[src/rtl/uart_pkg.sv]
// Shared UART types: arbiter state encoding and small sizing helpers.
package uart_pkg;

    typedef enum logic {
        ARB_IDLE  = 1'b0,
        ARB_GRANT = 1'b1
    } uart_arb_state_t;

    localparam int unsigned UART_DATA_W = 8;

    // $clog2 that never returns 0, so a 1-value range still gets a 1-bit vector.
    function automatic int unsigned clog2_min1(input int unsigned v);
        return (v <= 1) ? 1 : $clog2(v);
    endfunction

endpackage

[src/rtl/rr_arbiter.sv]
// Combinational round-robin picker: first set request at or after i_ptr, wrapping mod N.
module rr_arbiter #(
    parameter int unsigned N  = 4,
    parameter int unsigned IW = $clog2(N)
) (
    input  logic [N-1:0]  i_req,
    input  logic [IW-1:0] i_ptr,
    output logic [IW-1:0] o_gnt_idx,
    output logic          o_gnt_any
);

    // Scan offsets from farthest to nearest so the nearest requester to i_ptr wins last.
    always_comb begin
        logic [IW-1:0] w_pos;
        o_gnt_idx = '0;
        o_gnt_any = 1'b0;
        w_pos     = '0;
        for (int i = int'(N) - 1; i >= 0; i--) begin
            w_pos = IW'((int'(i_ptr) + i) % int'(N));
            if (i_req[w_pos]) begin
                o_gnt_any = 1'b1;
                o_gnt_idx = w_pos;
            end
        end
    end

endmodule

[src/rtl/uart_tx_arbiter.sv]
// Round-robin arbiter sharing the UART TX FIFO write port between NUM_REQ byte streams.
// A grant is held for a whole packet or MAX_BURST bytes; the FIFO is never written when full.
module uart_tx_arbiter
    import uart_pkg::*;
#(
    parameter int unsigned NUM_REQ   = 4,
    parameter int unsigned MAX_BURST = 16
) (
    input  logic                               clk,
    input  logic                               rst_n,
    input  logic [NUM_REQ-1:0]                 i_req_en,
    input  logic [NUM_REQ-1:0]                 i_req_valid,
    input  logic [NUM_REQ-1:0][UART_DATA_W-1:0] i_req_data,
    input  logic [NUM_REQ-1:0]                 i_req_last,
    output logic [NUM_REQ-1:0]                 o_req_ready,
    input  logic                               i_fifo_full,
    input  logic                               i_fifo_clear,
    output logic                               o_fifo_wr_en,
    output logic [UART_DATA_W-1:0]             o_fifo_wr_data,
    output logic                               o_grant_valid,
    output logic [$clog2(NUM_REQ)-1:0]         o_grant_idx,
    output logic                               o_abort
);

    localparam int unsigned IDX_W = $clog2(NUM_REQ);
    localparam int unsigned CNT_W = clog2_min1(MAX_BURST + 1);
    localparam logic [CNT_W-1:0] BURST_LAST = CNT_W'((MAX_BURST == 0) ? 0 : MAX_BURST - 1);

    uart_arb_state_t  r_state;
    logic [IDX_W-1:0] r_grant_idx;
    logic [IDX_W-1:0] r_rr_ptr;
    logic [CNT_W-1:0] r_burst_cnt;
    logic             r_abort;

    logic [NUM_REQ-1:0] w_cand;
    logic [IDX_W-1:0]   w_win_idx;
    logic               w_win_any;
    logic               w_granted;
    logic               w_holder_en;
    logic               w_ready;
    logic               w_xfer;
    logic               w_burst_hit;
    logic               w_release;
    logic               w_drop;
    logic [IDX_W-1:0]   w_next_ptr;

    assign w_cand = i_req_valid & i_req_en;

    rr_arbiter #(
        .N  (NUM_REQ),
        .IW (IDX_W)
    ) u_rr_arbiter (
        .i_req     (w_cand),
        .i_ptr     (r_rr_ptr),
        .o_gnt_idx (w_win_idx),
        .o_gnt_any (w_win_any)
    );

    // Zero-latency handshake to the FIFO so a full flag is never acted on late.
    always_comb begin
        w_granted   = (r_state == ARB_GRANT);
        w_holder_en = i_req_en[r_grant_idx];
        w_ready     = w_granted && !i_fifo_full && !i_fifo_clear && w_holder_en;
        w_xfer      = w_ready && i_req_valid[r_grant_idx];
        w_burst_hit = (MAX_BURST != 0) && (r_burst_cnt == BURST_LAST);
        w_release   = w_xfer && (i_req_last[r_grant_idx] || w_burst_hit);
        w_drop      = w_granted && (i_fifo_clear || !w_holder_en);
        w_next_ptr  = (r_grant_idx == IDX_W'(NUM_REQ - 1)) ? '0 : r_grant_idx + 1'b1;

        o_req_ready              = '0;
        o_req_ready[r_grant_idx] = w_ready;
        o_fifo_wr_en             = w_xfer;
        o_fifo_wr_data           = w_xfer ? i_req_data[r_grant_idx] : '0;
        o_grant_valid            = w_granted;
        o_grant_idx              = r_grant_idx;
        o_abort                  = r_abort;
    end

    // Grant FSM: arbitrate in IDLE, hold in GRANT until last byte, burst limit, or drop.
    always_ff @(posedge clk or negedge rst_n) begin
        if (!rst_n) begin
            r_state     <= ARB_IDLE;
            r_grant_idx <= '0;
            r_rr_ptr    <= '0;
            r_burst_cnt <= '0;
            r_abort     <= 1'b0;
        end else begin
            r_abort <= 1'b0;
            case (r_state)
                ARB_IDLE: begin
                    if (w_win_any && !i_fifo_clear) begin
                        r_grant_idx <= w_win_idx;
                        r_burst_cnt <= '0;
                        r_state     <= ARB_GRANT;
                    end
                end
                ARB_GRANT: begin
                    if (w_drop) begin
                        // Holder lost the port mid-packet; it drops to lowest priority.
                        r_state  <= ARB_IDLE;
                        r_abort  <= 1'b1;
                        r_rr_ptr <= w_next_ptr;
                    end else if (w_xfer) begin
                        // Saturates only in unlimited mode; otherwise release comes first.
                        if (r_burst_cnt != '1) begin
                            r_burst_cnt <= r_burst_cnt + 1'b1;
                        end
                        if (w_release) begin
                            r_state  <= ARB_IDLE;
                            r_rr_ptr <= w_next_ptr;
                        end
                    end
                end
                default: r_state <= ARB_IDLE;
            endcase
        end
    end

endmodule
[config.mk]
export PLATFORM = sky130hd
export DESIGN_NAME = uart_tx_arbiter
export DESIGN_NICKNAME = d
export VERILOG_FILES = /design/src/rtl/uart_pkg.sv /design/src/rtl/rr_arbiter.sv /design/src/rtl/uart_tx_arbiter.sv
export SDC_FILE = /design/constraint.sdc
export NUM_CORES = 1
export LEC_CHECK = 0
export CAP_MARGIN = 20
export CORE_AREA = 2 2 58 60
export CTS_CLUSTER_SIZE = 28
export DETAILED_ROUTE_END_ITERATION = 7
export DIE_AREA = 0 0 60 62
export HOLD_SLACK_MARGIN = 0.15
export PLACE_DENSITY = 0.77
export SETUP_SLACK_MARGIN = 0.5
export SYNTH_ARGS = -nofsm -noshare
export SYNTH_HDL_FRONTEND = slang
export SYNTH_SLANG_ARGS = --single-unit
[constraint.sdc]
create_clock -name clk -period 2.6 [get_ports clk]
set_input_delay 0.52 -clock clk [delete_from_list [all_inputs] [get_ports clk]]
set_output_delay 0.52 -clock clk [all_outputs]
set_load 0.005 [all_outputs]
# After elaboration in Yosys (flattened, before gate mapping)
# Cells that the tools add are included.
# totals
regBits	11
latch_bits	0
ram_bits	0
mem_bits_ro	0
input_bits	48
out_inout_bits	17
word_cells	87
memories	0
# classes
add_sub_neg	5
n_mul	0
n_div	0
order_cmp	6
eq_ne	7
n_shift	0
muxes	43
n_bitwise	3
reduce_logical	18
# ops
operator	count
two-way mux 5 bit	4
two-way mux 1 bit	18
binary-select mux 8 bit (select 2 bit)	1
two-way mux 2 bit	8
two-way mux 8 bit	2
less-than comparator 2 x 3 -> 1 bit (second input constant)	5
binary-select mux 1 bit (select 2 bit)	7
one-hot mux 5 bit (2 select lines)	1
AND 4 bit	2
logical AND 1 bit	8
!= test 2 bit (second input constant)	3
adder 5 x 1 -> 5 bit (second input constant)	1
== test 5 x 4 -> 1 bit (second input constant)	1
!= test 5 bit (second input constant)	1
adder 2 x 1 -> 2 bit (second input constant)	2
adder 2 bit (second input constant)	2
AND reduction 4 bit	1
nonzero test 2 bit	2
logical NOT 1 bit	3
AND reduction 3 bit	1
demux 1 bit (select 2 bit)	1
== test 2 bit (second input constant)	1
greater-or-equal comparator 2 x 1 -> 1 bit (second input constant)	1
logical OR 1 bit	2
4 further kinds	4

# Longest topological paths before layout
# Gate-level depths: netlist (run 1).
# logic_depth
depth_word	10
ltp_mapped	7
depth_no_buf	7

# Cells and area by module
# A second synthesis (run 1) with hierarchy kept.
# hier_totals
hier_cells	112
area_unflattened_um2	1122.3
# modules_own_cells
mod	n_inst	cells_each	area_each_um2	seq_area_each_um2
uart_tx_arbiter	1	99	1044.8	275.3
rr_arbiter	1	13	77.6	0.0

# Worst setup path before layout (run 1)
# OpenSTA, ideal clock, no wires.
# synth_timing
path_type	register -> output
start	register r_grant_idx[0] (netlist: o_grant_idx[0])
end	output port o_fifo_wr_data[0]
arrival_time_ns	1.722
required_ns	2.080
path_slack_ns	0.358
stages_incl_launch_ff	5
n_path_buf	2
path_cell_list	dfrtp_1 > buf_6 > clkbuf_1 > mux4_2 > and3_1
# synth_via
elab_chain_len	5
# synth_lines
element	line_no	rtl
from (decl)	uart_tx_arbiter.sv:30	logic [IDX_W-1:0] r_grant_idx;
from (signal assigned)	uart_tx_arbiter.sv:92	r_grant_idx <= w_win_idx;
binary-select mux 1 bit (select 2 bit)	uart_tx_arbiter.sv:62	w_holder_en = i_req_en[r_grant_idx];
two-way mux 1 bit (implied by the code)	uart_tx_arbiter.sv:62	
logical AND 1 bit	uart_tx_arbiter.sv:63	w_ready = w_granted && !i_fifo_full && !i_fifo_clear && w_holder_en;
logical AND 1 bit	uart_tx_arbiter.sv:64	w_xfer = w_ready && i_req_valid[r_grant_idx];
two-way mux 8 bit (*)	uart_tx_arbiter.sv:73	o_fifo_wr_data = w_xfer ? i_req_data[r_grant_idx] : '0;
to (decl)	uart_tx_arbiter.sv:19	output logic [UART_DATA_W-1:0] o_fifo_wr_data,
# Mark *: on every way between the ends. The rest lies on a longest branch, timed or not. The select of a mux whose other input is x is not followed.

# Worst setup path after layout (run 1)
# layout_timing
start	register r_grant_idx[0] (netlist: o_grant_idx[0])
end	output port o_fifo_wr_data[6]
# Same word-level chain as after synthesis.

==> results of run 1 <==
==> worst paths after layout <==
kind / endpoint / slack, ns / cells past startpoint
worst max-delay path: o_fifo_wr_data[6] / 0.13 / 7
worst min-delay path: r_burst_cnt[4] / 0.53 / 1
worst max register to register: r_rr_ptr[1] / 0.40 / 9
worst min register to register: r_burst_cnt[4] / 0.53 / 1
max in group asynchronous: o_grant_idx[1] / 1.64 / 1
min in group asynchronous: r_burst_cnt[3] / 0.59 / 1
==> layout make-up <==
class / count / share of cell area
clock buffer: 4 / 0.0124
inverter: 5 / 0.00889
multi-input combinational: 89 / 0.417
sequential: 11 / 0.131
tap: 46 / 0.0273
timing repair buffer: 92 / 0.404
==> layout by cell type, fill, tap and decap left out, types with 6 or more instances in the layout <==
cell type,synthesis,routed
clkdlybuf4s50_1,0,42
buf_4,1,20
buf_2,1,12
nand2_1,10,10
dfrtp_1,11,10
mux4_2,7,9
buf_6,1,9
and3_1,9,7
ha_1,7,7
nand3_1,7,6
==> layer usage <==
metal	GRT usage	wire length, um	vias to the layer above
met1	0.244	1590	654
li1	-	-	612
met4	0.0603	29	0
met2	0.405	2180	64
met3	0.0373	356	4
met5	0	0	-
==> sequential cells by signal, indices dropped and copies added, names as in the netlist <==
signal / flops
r_burst_cnt: 5
r_rr_ptr: 2
o_abort: 1
o_grant_idx: 2
o_grant_valid: 1
==> critical path: cells and delay by family (launching register included) <==
family | cells | cell delay, ns
AND/OR/NAND/NOR | 2 | 0.67
flip-flops | 1 | 0.41
AO/OA/AOI/OAI | 1 | 0.19
buffers and inverters | 4 | 0.42
==> stage by stage <==
| step | hold slack [ns] | setup WS (ns) | setup TNS (ns) |
|---|---|---|---|
| after floorplan | 0.224 | 0.481 | 0 |
| after global placement | 0.495 | -0.372 | -5.11 |
| after detailed placement | 0.509 | -0.403 | -5.51 |
| after CTS | 0.529 | 0.104 | 0 |
| after global routing | 0.549 | 0.0856 | 0 |
| final | 0.531 | 0.130 | 0 |
==> where the power goes <==
| group | internal, uW | total (uW) | switching [uW] |
|---|---|---|---|
| registers | 212 | 265 | 52.8 |
| clock network | 59.4 | 117 | 57.4 |
| logic | 395 | 676 | 281 |
==> cell families (layout without fill, tap and decap cells) <==
family	count (synthesis)	in the layout	synth area share
buf+inv	11	101	0.0482
mux	14	15	0.250
fa+ha+maj	7	7	0.0784
flops	11	11	0.246
compound gates	23	23	0.153
simple gates	44	44	0.224
==> timing repair <==
item / in CTS / in global routing
pin swaps: 8 / 3
endpoints found under the setup margin: 21 / 21
buffers inserted: 8 / 1
gates cloned: 1 / 1
resized for setup: 81 / 14
==> qor.json, run 1 <==
{
  "synthesis": {
    "syn-instance-count": 110,
    "post-synth-top-count-cell": "dfrtp_1",
    "postSynthAreaPerCell_um2": 10.2,
    "synth.top_cell.area_share": 0.246,
    "post_synth_instance_area_mm2": 0.00112,
    "share_of_flip_flops_with_an_asynchronous_set_or_reset_after_synthesis": 1.00,
    "synth_enable_flop_cells": 0,
    "synthTopCellsByArea": "dfrtp_1, mux4_2, ha_1",
    "ys_seq_area_frac": 0.246,
    "synth-seq-cells": 11,
    "synth.net_count": 165,
    "synth.distinct_cells": 38,
    "yosys_warnings": 0,
    "synth.top_cells.by_count": "dfrtp_1, nand2_1, and3_1",
    "yosysTopAreaCell": "dfrtp_1",
    "synth_ff_type": "dfrtp_1"
  },
  "placement": {
    "place_inst": 232,
    "placed_area_mm2": 0.00193,
    "port_buffers": 64,
    "dpl.hpwl_mm": 3.00,
    "routability_driven_placement_congestion_ratio": 0.928
  },
  "drt": {
    "route.detailed.wl_per_inst_um": 16.9,
    "ant_nets": 0,
    "route.vias.total": 1334,
    "drt_pass1_iterations": 4,
    "routed_wirelength_mm": 4.16,
    "detail_route.vias_per_cell": 5.40,
    "drt_drc_violations_left": 0,
    "drt-initial-drc-count": 75
  },
  "timing": {
    "number_of_slew_limit_violations_in_the_final_report": 0,
    "period_share": 0.950,
    "period_minus_slack_ns": 2.47,
    "max-slew-margin-rel": 0.657,
    "fmax_mhz": 405,
    "setup-violations-final": 0,
    "worst_slew_pin_slew_ns": 0.513,
    "final.setup_skew_ns": 0.00565,
    "grt_setup_unrepaired": "true",
    "hold_viol_final": 0
  },
  "flow_run": {
    "max_cap_viol_count": 0
  },
  "critical_path": {
    "critical_path_peak_fanout": 7,
    "worstSetupPathType": "reg -> out",
    "cp-startpoint": "o_grant_idx[0]",
    "critical_path.slowest_cell": "or4b_4",
    "cell_by_cell_trace_of_the_critical_path": "or4b_4, o22ai_4, buf_6, buf_6, buf_16, and3_4, buf_6",
    "setup.worst_path.end_class": "output port",
    "cp_common_cell": "buf_6",
    "cp-start-kind": "flip-flop",
    "timing.rr.start": "o_grant_idx[0]",
    "crit_required_ns": 2.08,
    "cpPeakStageDelay_ns": 0.50,
    "worstPathArrival_ns": 1.95
  },
  "final_layout": {
    "final-seq-area_um2": 277,
    "diodes": 0,
    "finalInstanceArea_mm2": 0.00211,
    "num-nets-final": 257,
    "flow.area_growth_from_synthesis_pct": 88.9,
    "final_layout_size_suffix_gt1_frac": 0.363,
    "final_util": 0.664,
    "multi_input_area_um2": 880,
    "fin_cells": 247,
    "fill_cells": 244
  },
  "power": {
    "finalPower_uw": 1060,
    "pwr_density_cell_mw_per_mm2": 501,
    "p_leak_uw": 0.000978,
    "max-vdd-ir-drop_uv": 344
  },
  "clock_network": {
    "clock_tree.buffer_depth": 2,
    "cts_tree": "yes",
    "clock-root-buffer": "clkbuf_4",
    "clkSlewWorstSetupHoldPaths_ns": 0.07,
    "htreeDepth": 1,
    "cts.sinks": 11,
    "cts_buffers": 3,
    "insertion_delay_ns": 0.27,
    "ctsHoldBuffers": 0
  },
  "grt": {
    "pin_count_of_the_biggest_net_entering_global_routing": 13,
    "antenna_violations_before_repair": 0,
    "grt.overflow.total": 0,
    "grt_pass1_wl_mm": 5.90,
    "number_of_global_route_vias_before_repair": 1298,
    "grt.total_usage": 0.213
  },
  "floorplanning": {
    "die_w_um": 60,
    "die_h_um": 62,
    "row_count": 21,
    "top_level_ports": 65,
    "core_mm2": 0.00318,
    "initial_core_util": 0.351,
    "die_area_mm2": 0.00372
  },
  "min_path": {
    "hold_start": "r_burst_cnt[4]",
    "min-delay-path-class": "reg -> reg"
  },
  "status": {
    "outcome": "completed"
  }
}
No activity file was read; power rests on OpenSTA's default activity.
==> run 2, diff against run 1 <==
Settings changed: ABC_AREA set to 1, CORE_AREA 2 2 58 60 to 2 2 61 63, DIE_AREA 0 0 60 62 to 0 0 63 65, PLACE_DENSITY 0.77 to 0.78.
==> run 2 against run 1 <==
Compared with the run above:
- clock skew up 0.010 ns
- sequential power rose by 26%
- sequential cell count unchanged
- setup slack improved by 0.32 ns
- area after synthesis is 20% higher
- first-iteration DRC count rose by 55%
- routed wire length rose by 7.3%
- cell count up 44%
- global-route usage up 2.1 points
- synthesized cell count rose by 100%
- critical endpoint is now o_fifo_wr_en
- largest cell class unchanged
==> qor.json, run 2 <==
{
  "critical_path": {
    "cp-start-kind": "flip-flop",
    "worstPathArrival": {"value": 1.63, "unit": "ns", "change": "-0.32 ns"},
    "crit_required": {"value": 2.08, "unit": "ns", "change": "about the same"},
    "setup.worst_path.end_class": "output port",
    "worstSetupPathType": "reg -> out",
    "rrSetupSlack": {"value": 0.79, "unit": "ns", "change": "+0.39 ns"},
    "critical_path_peak_fanout": {"value": 8, "change": "+1"}
  },
  "floorplanning": {
    "initial_core_util": {"value": 0.383, "change": "+0.0315"},
    "die_h": {"value": 65, "unit": "um", "change": "+4.8%"},
    "die_w": {"value": 63, "unit": "um", "change": "+5.0%"},
    "die_area": {"value": 0.00410, "unit": "mm^2", "change": "+10%"},
    "core": {"value": 0.00350, "unit": "mm^2", "change": "+10%"},
    "top_level_ports": {"value": 65, "change": "unchanged"},
    "row_count": {"value": 22, "change": "+4.8%"}
  },
  "drt": {
    "drt_drc_violations_left": {"value": 0, "change": "unchanged"},
    "ant_nets": {"value": 0, "change": "unchanged"},
    "route.detailed.wl_per_inst": {"value": 12.6, "unit": "um", "change": "-25%"},
    "detail_route.vias_per_cell": {"value": 4.83, "change": "-10%"},
    "drt-initial-drc-count": {"value": 116, "change": "+55%"},
    "drt_pass1_iterations": {"value": 4, "change": "unchanged"},
    "routed_wirelength": {"value": 4.47, "unit": "mm", "change": "+7.3%"},
    "route.vias.total": {"value": 1716, "change": "+29%"}
  },
  "synthesis": {
    "synth.net_count": {"value": 275, "change": "+67%"},
    "share_of_flip_flops_with_an_asynchronous_set_or_reset_after_synthesis": {"value": 1.00, "change": "unchanged"},
    "yosys_warnings": {"value": 0, "change": "unchanged"},
    "synth.distinct_cells": {"value": 26, "change": "-32%"},
    "ys_seq_area_frac": {"value": 0.206, "change": "-0.0408"},
    "postSynthAreaPerCell": {"value": 6.09, "unit": "um^2", "change": "-40%"},
    "post-synth-top-count-cell": "nor2_1",
    "synth-seq-cells": {"value": 11, "change": "unchanged"},
    "synth_enable_flop_cells": {"value": 0, "change": "unchanged"},
    "post_synth_instance_area": {"value": 0.00134, "unit": "mm^2", "change": "+20%"},
    "yosysTopAreaCell": "dfrtp_1",
    "synth.top_cell.area_share": {"value": 0.206, "change": "-0.0408"},
    "synth_ff_type": "dfrtp_1",
    "syn-instance-count": {"value": 220, "change": "+100%"},
    "synth.top_cells.by_count": "nor2_1, nand2_1, o21ai_0, nand3_1",
    "synthTopCellsByArea": "dfrtp_1, nor2_1, nand2_1"
  },
  "grt": {
    "pin_count_of_the_biggest_net_entering_global_routing": {"value": 21, "change": "+8"},
    "grt_pass1_wl": {"value": 7.59, "unit": "mm", "change": "+29%"},
    "grt.overflow.total": {"value": 0, "change": "unchanged"},
    "number_of_global_route_vias_before_repair": {"value": 1703, "change": "+31%"},
    "grt.total_usage": {"value": 0.234, "change": "+0.0210"},
    "antenna_violations_before_repair": {"value": 0, "change": "unchanged"}
  },
  "final_layout": {
    "final_cell_mix": "nor2_1, nand2_1, clkdlybuf4s50_1",
    "diodes": {"value": 0, "change": "unchanged"},
    "final_layout_size_suffix_gt1_frac": {"value": 0.254, "change": "-0.109"},
    "fill_cells": {"value": 318, "change": "+30%"},
    "registers.top_by_ff_count": "r_burst_cnt",
    "largest_reg_flops": {"value": 5, "change": "unchanged"},
    "num-nets-final": {"value": 363, "change": "+41%"},
    "final_util": {"value": 0.639, "change": "-0.0247"},
    "finalInstanceArea": {"value": 0.00223, "unit": "mm^2", "change": "+5.9%"},
    "flow.area_growth_from_synthesis_pct": 66.9,
    "final_common_cell": "nor2_1"
  },
  "clock_network": {
    "htreeDepth": {"value": 1, "change": "unchanged"},
    "insertion_delay": {"value": 0.29, "unit": "ns", "change": "+0.02 ns"},
    "cts_buffers": {"value": 3, "change": "unchanged"},
    "clkSlewWorstSetupHoldPaths": {"value": 0.09, "unit": "ns", "change": "+0.02 ns"},
    "ctsHoldBuffers": {"value": 0, "change": "unchanged"},
    "clock_tree.buffer_depth": {"value": 2, "change": "unchanged"},
    "cts.sinks": {"value": 11, "change": "unchanged"},
    "cts_tree": "yes",
    "clock-root-buffer": "clkbuf_4"
  },
  "timing": {
    "number_of_slew_limit_violations_in_the_final_report": {"value": 0, "change": "unchanged"},
    "hold_viol_final": {"value": 0, "change": "unchanged"},
    "period_share": {"value": 0.827, "change": "-0.123"},
    "setup-violations-final": {"value": 0, "change": "unchanged"},
    "grt_setup_unrepaired": "true",
    "period_minus_slack": {"value": 2.15, "unit": "ns", "change": "-0.320 ns"},
    "fmax": {"value": 465, "unit": "MHz", "change": "+15%"},
    "max-slew-margin-rel": {"value": 0.641, "change": "-0.0162"},
    "final.setup_skew": {"value": 0.0159, "unit": "ns", "change": "+0.0103 ns"},
    "worst_slew_pin_slew": {"value": 0.537, "unit": "ns", "change": "+0.0243 ns"}
  },
  "placement": {
    "dpl.hpwl": {"value": 3.22, "unit": "mm", "change": "+7.3%"},
    "routability_driven_placement_congestion_ratio": {"value": 0.846, "change": "-8.8%"},
    "placed_area": {"value": 0.00211, "unit": "mm^2", "change": "+9.2%"},
    "port_buffers": {"value": 64, "change": "unchanged"}
  },
  "status": {
    "outcome": "completed"
  },
  "flow_run": {
    "max_cap_viol_count": {"value": 0, "change": "unchanged"}
  },
  "power": {
    "finalPower": {"value": 1950, "unit": "uW", "change": "+85%"},
    "pwr_density_cell": {"value": 875, "unit": "mW/mm^2", "change": "+75%"},
    "p_leak": {"value": 0.00108, "unit": "uW", "change": "+10%"},
    "max-vdd-ir-drop": {"value": 550, "unit": "uV", "change": "+60%"}
  },
  "min_path": {
    "min-delay-path-class": "reg -> reg"
  }
}
[run 2: path summary, 6_finish.rpt]
path / startpoint / cells past startpoint / endpoint
min in group asynchronous: rst_n / 1 / o_grant_valid
max in group asynchronous: rst_n / 1 / o_grant_idx[0]
hold / removal: r_burst_cnt[3] / 2 / r_burst_cnt[3]
hold reg to reg: r_burst_cnt[3] / 2 / r_burst_cnt[3]
setup reg to reg: o_grant_idx[0] / 13 / r_rr_ptr[1]
setup / recovery: o_grant_idx[0] / 9 / o_fifo_wr_en
[run 2: power by group]
group / internal [uW] / leakage, uW / switching [uW]
Clock: 57.3 / 0.0000177 / 67.8
Combinational: 662 / 0.000922 / 833
Sequential: 238 / 0.000139 / 96.6
Total: 957 / 0.00108 / 998
[run 2: cells by family after synthesis]
kind of cell	after synthesis	share of synthesized area
simple gates	136	0.479
compound gates	38	0.142
buf+inv	26	0.0944
flops	11	0.206
fa+ha+maj	7	0.0654
xor+xnor	2	0.0131
[run 2: repair_timing]
item,4_1_cts,5_1_grt
pin swaps,8,2
setup endpoints to repair,13,13
cloned,1,0
buffers inserted,12,0
gates resized for setup,81,1
[run 2: cell type report]
cell class | instances | area [um^2] | share of cell area
Multi-Input combinational cell | 184 | 1000 | 0.448
Clock inverter | 1 | 5.00 | 0.00224
Inverter | 16 | 62.6 | 0.0280
Clock buffer | 3 | 22.5 | 0.0101
Timing Repair Buffer | 92 | 805 | 0.360
Sequential cell | 11 | 278 | 0.124
Tap cell | 48 | 60.1 | 0.0269
[run 2: metal layers]
layer | track usage | vias to the layer above | wire length [um]
met5 | 0 | - | 0
met4 | 0.0500 | 0 | 29
met3 | 0.0486 | 2 | 283
met2 | 0.411 | 71 | 2080
met1 | 0.295 | 761 | 2080
li1 | - | 882 | -
[run 2: through the flow]
step	std cells	worst slack, ns	setup TNS, ns	hold WS (ns)
finish	355	0.449	0	0.480
global placement	338	-0.0686	-0.525	0.459
CTS	355	0.458	0	0.489
detailed placement	338	-0.0965	-0.828	0.471
global route	355	0.340	0	0.523
floorplan	220	0.826	0	0.224
[run 2: worst max-delay path, cell delays in order (launching register included)]
cell     delay [ns]
dfrtp_2        0.46
nor2_2         0.05
nor2_1         0.12
o21ai_2        0.08
nand2_2        0.11
buf_6          0.12
buf_12         0.10
nand2_8        0.05
nor2_4         0.12
buf_2          0.13
==> variant 1 (config.mk and constraints of run 1) <==
Change the parameter `NUM_REQ` from 4 to 8.
--- a/src/rtl/uart_tx_arbiter.sv
+++ b/src/rtl/uart_tx_arbiter.sv
@@ -5,3 +5,3 @@
 #(
-    parameter int unsigned NUM_REQ   = 4,
+    parameter int unsigned NUM_REQ   = 8,
     parameter int unsigned MAX_BURST = 16
Interface: changed (6 resized); port bits go from 65 to 114. No check against the original RTL was run, so the function may have changed too.
==> variant 1 against run 1 <==
The run now fails in global placement. Synthesized area rose by 120%.
==> variant 1: results (changes against run 1) <==
Flip-flop and latch count after synthesis - 13 (+2)
Xor/xnor share of the synthesized area - 2.011% (+2.0 points)
I/O Buffers - 113 (+77%)
Result of the run - stopped before the end
Share of synthesized area spent on multiplexers - 28.56% (+3.6 points)
Async SR Flop Fraction - 100.0% (unchanged)
YS warnings - 0 (unchanged)
Most used standard cells in the synthesized netlist - nor2_1, nand2_1, mux4_2
Number of distinct standard cells referenced by the synthesized netlist - 65 (+71%)
Number of nets in the synthesized netlist - 388 (+140%)
Error that ended the run - [ERROR GPL-0301] Utilization 127.017 % exceeds 100%.
Stage at which the run stopped - global placement
Adder-cell share of the synthesized area - 3.519% (-4.3 points)
Sequential share of the synthesized area - 13.07% (-12 points)
Post-synthesis compound-gate area fraction - 22.02% (+6.7 points)
Synthesized instance count - 289 (+160%)
Synth top area cells - mux4_2, dfrtp_1, nor2_1
Primary flip-flop cell chosen by synthesis mapping - dfrtp_1
variant 1: logic make-up after synthesis:
logic type                 Yosys count
and+or+nand+nor                    117
xor gates and xnor gates             4
buffers and inverters               29
adders and majority gates            7
DFF                                 13
AOI/OAI and AO/OA                   74
muxes                               45
==> variant 2 (settings of run 1) <==
Without the edit above. Make the reset (`rst_n`) synchronous in one clocked block.
--- a/src/rtl/uart_tx_arbiter.sv
+++ b/src/rtl/uart_tx_arbiter.sv
@@ -79,3 +79,3 @@
     // Grant FSM: arbitrate in IDLE, hold in GRANT until last byte, burst limit, or drop.
-    always_ff @(posedge clk or negedge rst_n) begin
+    always_ff @(posedge clk) begin
         if (!rst_n) begin
Formal check against the unedited RTL: differs if rst_n is asserted again (counterexample within 4 cycles, from zero or initial values and one cycle with rst_n low); with rst_n held inactive, the same outputs for 4 cycles.
==> variant 2 against run 1 <==
Synthesized area down 0.22%. Cell count up 1.6%. Via count down 2.1%. Design area down 3.3%. Wire length down 8.2%. Worst setup slack better by 0.073 ns. Sequential cell count unchanged. Die area unchanged. Core utilization down 2.2 points. Clock skew down 0.0032 ns.
Power is not compared: it rests on default switching activity, and its combinational part moved more than twofold at a synthesized area within 25%.
==> variant 2: results (changes against run 1) <==
Reg2reg end - r_rr_ptr[0]$_SDFFE_PN0P_
Reg clk slew, reported paths - 0.07 ns (about the same)
Worst setup slack before clock tree synthesis - -0.3504 ns (+0.05270 ns)
Number of distinct standard cells referenced by the synthesized netlist - 37 (-2.6%)
Initial DRC count - 60 (-20%)
Synth top area cells - mux4_2, dfxtp_1, ha_1
Static Leak - 0.8677 nW
Worst IR Drop VDD - 249.7 uV
Worst-path fanout max - 4 (-3)
Count of flip-flops with a built-in enable after synthesis - 0 (unchanged)
Number of antenna cells inserted - 0 (unchanged)
Primary flip-flop cell chosen by synthesis mapping - dfxtp_1
Worst Hold Class - flop to flop
Number of nets in the layout - 261 (+1.6%)
Critical path arrival - 1.88 ns (-0.07 ns)
Clock buffers created by TritonCTS - 3 (unchanged)
Total Wirelength - 3.819 mm (-8.2%)
Sequential share of the synthesized area - 19.75% (-4.9 points)
Share of cells above drive strength 1 - 33.66% (-2.7 points)
Placement Cell Area - 1897 sq um (-1.7%)
Worst Skew - 0.002457 ns (-0.003198 ns)
Global-route wire length before repair - 5.844 mm (-0.93%)
Worst stage delay on the critical path - 0.54 ns (+0.04 ns)
Clock latency of the later-clocked register in the worst-skew pair - 0.27 ns (about the same)
Async SR Flop Fraction - 0% (-100 points)
Placed wire-length estimate - 2.841 mm (-5.2%)
Most used standard cells in the synthesized netlist - nand2_1, dfxtp_1, mux4_2
Number of nets in the synthesized netlist - 172 (+4.2%)
Global Route met3 Usage - 4.141% (+0.41 points)
Pin count of the biggest net entering global routing - 19 (+6)
R2R Setup Slk - 0.49 ns (+0.09 ns)
Max Root-Sink Buffers - 2 (unchanged)
Clk Tree Root Cell - clkbuf_4
Hold Crit Start - r_burst_cnt[1]$_SDFFE_PN0P_
Critical Path Slowest Stage Cell - or4b_4
I/O Buffers - 64 (unchanged)
Global Route Usage Sum - 20.60% (-0.70 points)
Vias post-DR - 1306 (-2.1%)
Result of the run - finished, final reports clean
Number of inserted filler cells in the final layout - 263 (+7.8%)
Fraction of met1 tracks used by global routing - 24.62% (+0.23 points)
Pin slew with the least headroom to its limit - 0.4263 ns (-0.08644 ns)
Hold buffer count at cts - 0 (unchanged)
Critical register-to-register path startpoint - o_grant_idx[1]$_SDFFE_PN0P_
Max H-tree Level - 1 (unchanged)
Family with the most delay on the worst path - simple AND/OR/NAND/NOR gates
Register with the most flip-flops - r_burst_cnt
1st-pass router iterations - 4 (unchanged)
Worst Hold Path Cells - 2 (+1)
Number of cells on the worst reg-to-reg path - 9 (unchanged)
Met2 track demand over resource in global routing - 38.35% (-2.2 points)
Hold worst-path end - r_burst_cnt[1]$_SDFFE_PN0P_
YS warnings - 0 (unchanged)
Placer congestion estimate - 0.7563 (-18%)
Number of flip-flops under the largest register name - 5 (unchanged)
Initial antenna violation count - 0 (unchanged)
## variant 2: logic make-up after synthesis
group / after synthesis / synth area share [%]
AO/OA/AOI/OAI: 25 / 19.19
buffers and inverters: 12 / 4.602
flip-flops: 11 / 19.75
adder cells (fa/ha/maj): 7 / 7.856
AND/OR/NAND/NOR: 47 / 23.91
multiplexers: 15 / 24.69
## variant 2: layer usage
layer / vias up / share of wire [%]
met2: 58 / 49
li1: 637 / -
met4: 0 / 0.39
met3: 4 / 9.8
met5: - / 0
met1: 607 / 40
## variant 2: stage by stage
stage	hold slack (ns)	cells	utilization [%]	setup TNS [ns]
floorplan	0.4521	117	-	0
global placement	0.4653	236	59.66	-3.998
detailed placement	0.4810	236	59.66	-4.350
CTS	0.4908	248	62.93	0
global route	0.5226	251	64.23	0
finish	0.4892	251	64.23	0
## variant 2: final cells by class
type,count,area (sq um),area share [%]
timing repair buffer,89,822.0,40.26
inverter,6,22.52,1.103
sequential,11,225.2,11.03
tap,46,57.56,2.819
multi-input combinational,95,888.4,43.50
clock buffer,4,26.28,1.287
## variant 2: worst max path at each step
stage	startpoint	endpoint	slack [ns]
floorplan	i_fifo_full	o_fifo_wr_data[1]	0.50
global placement	i_fifo_full	o_fifo_wr_data[6]	-0.32
detailed placement	i_fifo_full	o_fifo_wr_data[1]	-0.35
CTS	o_grant_idx[1]$_SDFFE_PN0P_	o_fifo_wr_data[6]	0.18
global route	i_fifo_clear	o_fifo_wr_data[6]	0.16
finish	i_fifo_clear	o_fifo_wr_data[6]	0.20
## variant 2: tightest hold or removal path, cell delays in order, from the launching register on
cell     delay [ns]
dfxtp_1        0.32
nand2_1        0.06
mux2i_1        0.05
## variant 2: repair_timing
| item | in CTS | in global routing |
|---|---|---|
| setup endpoints to repair | 18 | 16 |
| gates resized for setup | 85 | 8 |
| cloned | 1 | 0 |
| pin swaps | 6 | 3 |
| setup buffers | 7 | 3 |
## variant 2: report_power, final
part / internal, mW / total [mW] / switching, mW
sequential: 0.173 / 0.178 / 0.00525
combinational: 0.127 / 0.202 / 0.0749
clock: 0.0594 / 0.115 / 0.0555
total: 0.360 / 0.495 / 0.136
